### src/rtl/lsu_pkg.sv
// Shared encodings and helpers for the load/store memory port.
// Latency: n/a (types, constants and pure functions only).
// Backpressure: n/a.
package lsu_pkg;

   // Access size encodings carried on req_size
   localparam logic [1:0] SZ_B = 2'b00;
   localparam logic [1:0] SZ_H = 2'b01;
   localparam logic [1:0] SZ_W = 2'b10;
   localparam logic [1:0] SZ_D = 2'b11;

   // Transaction sequencer states
   typedef enum logic [2:0] {
      IDLE = 3'd0,
      RD   = 3'd1,
      WAIT = 3'd2,
      WR   = 3'd3,
      RESP = 3'd4
   } lsu_state_t;

   // Number of bytes touched by an access of the given size (1, 2, 4 or 8)
   function automatic logic [3:0] size_bytes(input logic [1:0] size);
      return 4'd1 << size;
   endfunction

   // An access is misaligned when any offset bit below its natural size is set
   function automatic logic is_misaligned(input logic [1:0] size, input logic [2:0] offset);
      logic [2:0] low_mask;
      low_mask = 3'(size_bytes(size) - 4'd1);
      return (offset & low_mask) != 3'b000;
   endfunction

endpackage

### src/rtl/lsu_align.sv
// Byte-lane steering: load extract/extend and sub-doubleword store merge.
// Latency: purely combinational, zero cycles.
// Backpressure: none; outputs follow inputs.
module lsu_align
   import lsu_pkg::*;
(
   input  logic [2:0]  offset,
   input  logic [1:0]  size,
   input  logic        is_unsigned,
   input  logic [63:0] rdata,
   input  logic [63:0] wdata,
   output logic [63:0] load_data,
   output logic [63:0] store_data
);

   logic [63:0] shifted;
   logic [63:0] wshift;
   logic [7:0]  lane_base;
   logic [7:0]  lane_en;

   // Load path: bring the addressed lane down to bit 0, then truncate and extend
   always_comb begin
      shifted   = rdata >> {offset, 3'b000};
      load_data = shifted;
      case (size)
         SZ_B: load_data = is_unsigned ? {56'd0, shifted[7:0]}
                                       : {{56{shifted[7]}}, shifted[7:0]};
         SZ_H: load_data = is_unsigned ? {48'd0, shifted[15:0]}
                                       : {{48{shifted[15]}}, shifted[15:0]};
         SZ_W: load_data = is_unsigned ? {32'd0, shifted[31:0]}
                                       : {{32{shifted[31]}}, shifted[31:0]};
         default: load_data = shifted;
      endcase
   end

   // Store path: replace only the addressed byte lanes, keep every other lane of rdata
   always_comb begin
      wshift     = wdata << {offset, 3'b000};
      lane_base  = 8'((9'd1 << size_bytes(size)) - 9'd1);
      lane_en    = lane_base << offset;
      store_data = rdata;
      for (int k = 0; k < 8; k++) begin
         if (lane_en[k]) begin
            store_data[8*k +: 8] = wshift[8*k +: 8];
         end
      end
   end

endmodule

### src/rtl/lsu_mem_port.sv
// Load/store initiator between the MEM stage and the doubleword data memory.
// Latency: misaligned 1, dword store 2, load 3, sub-dword store 4 cycles from accept to rsp_valid.
// Backpressure: req_ready only in IDLE; rsp_valid is a single-cycle pulse with no backpressure.
module lsu_mem_port
   import lsu_pkg::*;
#(
   parameter int ADDR_W = 10,
   parameter int DATA_W = 64   // lane logic is built for 64 only
) (
   input  logic              clk,
   input  logic              rst_n,
   input  logic              req_valid,
   output logic              req_ready,
   input  logic              req_we,
   input  logic [1:0]        req_size,
   input  logic              req_unsigned,
   input  logic [ADDR_W-1:0] req_addr,
   input  logic [DATA_W-1:0] req_wdata,
   output logic              rsp_valid,
   output logic              rsp_err,
   output logic [DATA_W-1:0] rsp_rdata,
   output logic              mem_read,
   output logic              mem_write,
   output logic [ADDR_W-1:0] mem_addr,
   output logic [DATA_W-1:0] mem_wdata,
   input  logic [DATA_W-1:0] mem_rdata
);

   lsu_state_t        state;
   logic              idle_q;      // registered copy of (state == IDLE)
   logic              we_q;
   logic [1:0]        size_q;
   logic              uns_q;
   logic [2:0]        off_q;
   logic [DATA_W-1:0] wdata_q;
   logic [DATA_W-1:0] load_data;
   logic [DATA_W-1:0] store_data;

   // Ready drops immediately while reset is held so nothing is offered during reset
   assign req_ready = idle_q & rst_n;

   lsu_align u_align (
      .offset      (off_q),
      .size        (size_q),
      .is_unsigned (uns_q),
      .rdata       (mem_rdata),
      .wdata       (wdata_q),
      .load_data   (load_data),
      .store_data  (store_data)
   );

   // Sequencer: accept in IDLE, walk RD/WAIT/WR as the access needs, finish with one RESP cycle
   always_ff @(posedge clk) begin
      if (!rst_n) begin
         state     <= IDLE;
         idle_q    <= 1'b1;
         mem_read  <= 1'b0;
         mem_write <= 1'b0;
         mem_addr  <= '0;
         mem_wdata <= '0;
         rsp_valid <= 1'b0;
         rsp_err   <= 1'b0;
         rsp_rdata <= '0;
         we_q      <= 1'b0;
         size_q    <= SZ_B;
         uns_q     <= 1'b0;
         off_q     <= 3'b000;
         wdata_q   <= '0;
      end else begin
         // Strobes and the response pulse are single-cycle unless re-armed below
         mem_read  <= 1'b0;
         mem_write <= 1'b0;
         rsp_valid <= 1'b0;
         case (state)
            IDLE: begin
               if (req_valid) begin
                  we_q     <= req_we;
                  size_q   <= req_size;
                  uns_q    <= req_unsigned;
                  off_q    <= req_addr[2:0];
                  wdata_q  <= req_wdata;
                  mem_addr <= {req_addr[ADDR_W-1:3], 3'b000};
                  idle_q   <= 1'b0;
                  if (is_misaligned(req_size, req_addr[2:0])) begin
                     // No memory traffic: report the error straight away
                     state     <= RESP;
                     rsp_valid <= 1'b1;
                     rsp_err   <= 1'b1;
                     rsp_rdata <= '0;
                  end else if (req_we && (req_size == SZ_D)) begin
                     // Full doubleword store needs no read-modify-write
                     state     <= WR;
                     mem_write <= 1'b1;
                     mem_wdata <= req_wdata;
                  end else begin
                     state    <= RD;
                     mem_read <= 1'b1;
                  end
               end
            end
            RD: begin
               // Memory returns data during the following cycle
               state <= WAIT;
            end
            WAIT: begin
               if (we_q) begin
                  state     <= WR;
                  mem_write <= 1'b1;
                  mem_wdata <= store_data;
               end else begin
                  state     <= RESP;
                  rsp_valid <= 1'b1;
                  rsp_err   <= 1'b0;
                  rsp_rdata <= load_data;
               end
            end
            WR: begin
               state     <= RESP;
               mem_wdata <= '0;
               rsp_valid <= 1'b1;
               rsp_err   <= 1'b0;
               rsp_rdata <= '0;
            end
            RESP: begin
               state     <= IDLE;
               idle_q    <= 1'b1;
               rsp_err   <= 1'b0;
               rsp_rdata <= '0;
            end
            default: begin
               state  <= IDLE;
               idle_q <= 1'b1;
            end
         endcase
      end
   end

endmodule

### config.mk
export PLATFORM = sky130hd
export DESIGN_NAME = lsu_mem_port
export DESIGN_NICKNAME = d
export VERILOG_FILES = /design/src/rtl/lsu_pkg.sv /design/src/rtl/lsu_align.sv /design/src/rtl/lsu_mem_port.sv
export SDC_FILE = /design/constraint.sdc
export NUM_CORES = 1
export LEC_CHECK = 0
export ABC_CLOCK_PERIOD_IN_PS = 2650
export BUFFER_PORTS_ARGS = -buffer_cell sky130_fd_sc_hd__buf_2
export CORE_MARGIN = 10
export CORE_UTILIZATION = 51
export DETAILED_ROUTE_END_ITERATION = 10
export PLACE_DENSITY = 0.78
export SLEW_MARGIN = 0
export SYNTH_ARGS = -nofsm -noshare
export SYNTH_HDL_FRONTEND = slang
export SYNTH_HIERARCHICAL = 1
export SYNTH_SLANG_ARGS = --single-unit
### constraint.sdc
create_clock -name clk -period 2.65 [get_ports clk]
set_input_delay 0.6625 -clock clk [delete_from_list [all_inputs] [get_ports clk]]
set_output_delay 0.6625 -clock clk [all_outputs]
set_load 0.05 [all_outputs]
==> results by group <==
STA
  • Max Fclk: 390 MHz
  • Final Hold Violating Endpoints: 0
  • Tmin final: approximately 2.6 ns
  • Final period util: 0.967
  • RSZ-0062 raised after global routing: false
  • Max_slew headroom: 0.407
  • Final worst slack: about 0.09 ns
  • Slew Viols, Final: 0
  • Setup TNS: 0 ns
  • Worst slew pin tran: between 0.8 and 0.9 ns
  • Clock Skew: 0.0103 ns
  • Final setup viols: 0

Synthesis
  • Cells taking the most area after synthesis: dfxtp_1, nand2_1, mux2i_1
  • Cells after Synth: around 1.7k
  • Yosys top cell area share: 0.311
  • Asr flop ratio synth: 0
  • Average cell area after synthesis: ~8 sq um
  • Mapped Area: about 14000 sq um
  • Top FF cell, synth: dfxtp_1
  • Synth area leader: dfxtp_1
  • Yosys Warn Count: 6
  • Synth Register Bits: ~210
  • Sequential share of the synthesized area: 0.311
  • Cell variety after synth: between 60 and 70
  • EDFF count, synth: 0

Global route
  • First-pass GRT wire length: between 70 and 80 mm
  • GR Overflow Total: 0
  • Initial antenna violation count: 5
  • Total track usage: 0.297
  • Vias in the first global route: 13.5k
  • Largest net degree at the start of global routing: between 150 and 200

CTS
  • Clock latency on the worst-skew pair: 0.54 ns
  • CTS max path bufs: 3
  • Clk sinks: 214
  • CTS tree: done
  • Htree depth: 1
  • Num CTS Buffers: 23
  • Clk pin slew, worst setup/hold paths: approximately 0.06 ns
  • Root buffer cell: clkbuf_16
  • Post-CTS Setup Bufs: 0

Floorplan
  • # rows: 60
  • CORE AREA: 26800 sq um
  • Die area: approximately 34000 sq um
  • Width of the die: about 180 um
  • Initial Utilization: 0.514
  • I/O pin cnt: 288
  • Die H: between 150 and 200 um

Finish
  • Share of cells above drive strength 1: 0.282
  • Fin util: 0.609
  • P&R area growth vs syn: 18.5%
  • Final-stage net count: approximately 2k
  • Design area: ~16000 sq um

Route
  • Initial detailed-routing violation count: 1686
  • DR vias/cell: between 6 and 7
  • Via count: roughly 14k
  • DR WL met3: ~5.3 mm
  • Wirelength, routed: approximately 53 mm
  • WL/cell: 23.6 um
  • Top sig layer: met5
  • Pre-antenna DRT Iters: 8
  • DRT antenna net count: 0
  • Routed met2 length: between 20 and 25 mm
  • Residual DRC: 0
  • Wl on met1: about 21 mm

Setup path
  • Worst R2R Setup Slack: between 0.08 and 0.09 ns
  • Reg2Reg Capture Point: mem_wdata[46]
  • Critical Path RT: ~3 ns
  • CP startpoint kind: flop
  • CP arrival: just under 3 ns
  • CP startpoint: size_q[1]
  • CP max FO: 8
  • Crit end category: flop
  • Register-to-Register Path Depth: 9
  • Crit path kind: flop to flop
  • Worst reg2reg path startpoint: size_q[1]

Power
  • Pleak: 6.92 nW
  • VDD IR max: between 0.0004 and 0.0005 V
  • Pwr Density: slightly below 600 nW/um^2

Worst hold path
  • Worst hold path startpoint: req_unsigned
  • Endpoint, Worst Hold: uns_q
  • Hold Path Depth: 3
  • Hold Path Class: input port to flop

Placed design
  • Post-DP HPWL: 39.7 mm
  • Worst slack at placement: around 0.046 ns
  • Routability cong.: roughly 1.0
  • # port buffers: between 200 and 300
  • Placed Area: between 15000 and 20000 sq um

Run
  • # Max-Cap Violations: 0

Outcome
  • Status: finished clean
==> metal layers <==
metal,GRT usage,up-vias
li1,-,6431
met2,0.475,758
met1,0.378,6727
met5,0,-
met4,0.125,2
met3,0.0622,146
==> stage by stage <==
step	hold slack, ns	power, mW	instances
2_1_floorplan	0.433	5.42	1693
3_3_place_gp	0.436	6.27	2209
3_5_place_dp	0.445	6.29	2209
4_1_cts	0.360	9.72	2248
5_1_grt	0.370	10.1	2252
6_report	0.375	9.74	2252
==> layout make-up <==
class                   count  area [sq um]
fillers                  2433         10500
multi-input cells        1289          8610
flip-flops and latches    214          4290
repair buffers            350          2140
clock buffers              33           674
well taps                 341           427
clock inverters             6           124
inverters                  15          56.3
diodes                      4          10.0
==> sequential cells by signal (all words and copies together), names as in the netlist <==
name	flops
state	3
mem_addr	7
size_q	2
idle_q	1
mem_write	1
rsp_valid	1
uns_q	1
mem_wdata	64
wdata_q	64
rsp_err	1
off_q	3
we_q	1
mem_read	1
rsp_rdata	64
==> critical path, cell delays in order (launching register included) <==
cell,delay (ns)
dfxtp_1,0.34
or2_4,0.28
ha_4,0.29
nor2b_1,0.06
or2_2,0.35
a21oi_4,0.34
mux2_2,0.38
a22o_1,0.18
o211ai_1,0.09
o21ai_0,0.13
==> cell usage after synthesis, types with 4 or more instances <==
cell type    n
a211oi_1     8
a21bo_2      4
a21boi_0    67
a21boi_1    11
a21oi_1     32
a22o_1      65
a32o_1       8
a32oi_1      7
and2_1       8
and3_1       6
buf_1        4
buf_2       37
buf_4       17
buf_6       18
clkbuf_1    99
dfxtp_1    214
inv_1       14
mux2_2     104
mux2i_1    118
mux4_2      19
nand2_1    419
nand2b_1    25
nand3_1     19
nand3b_1     4
nand4_1     26
nor2_1      50
nor2b_1     19
nor3_1       5
o2111ai_1    8
o211ai_1    88
o21ai_0    104
o21ai_1      7
o31ai_1      6
o32ai_1      8
==> worst max-delay path by stage <==
stage / end / cells past startpoint
after floorplan: mem_wdata[40] / 11
after global placement: mem_wdata[43] / 9
after detailed placement: mem_wdata[47] / 9
after CTS: mem_wdata[46] / 9
after global routing: mem_wdata[51] / 8
final: mem_wdata[46] / 9
==> timing repair <==
item | in CTS | in global routing
endpoints found under the setup margin | 0 | 15
resized for setup | 0 | 5
hold buffers | 0 | 0
==> layout by cell type (no fill, tap or decap), types with 32 or more instances in the layout <==
cell type,Yosys,final
o21ai_0,104,102
dfxtp_1,214,211
nor2_1,50,50
mux2i_1,118,118
a21boi_0,67,67
buf_4,17,49
a21oi_1,32,32
a22o_1,65,65
mux2_2,104,104
buf_2,37,283
nand2_1,419,419
o211ai_1,88,88
==> kinds of logic after synthesis <==
group	share of synthesized area
flip-flops	0.311
AND/OR/NAND/NOR	0.185
adder cells (fa/ha/maj)	0.00182
multiplexers	0.202
AO/OA/AOI/OAI	0.231
buffers and inverters	0.0695
other	0.000272
==> power breakdown <==
part / leakage (nW) / switching (mW) / internal (mW) / total, mW
combinational: 4.79 / 1.71 / 1.10 / 2.81
sequential: 1.74 / 0.138 / 3.36 / 3.50
clock: 0.391 / 1.37 / 2.07 / 3.43
total: 6.92 / 3.22 / 6.52 / 9.74
(Power assumes the default switching activity.)
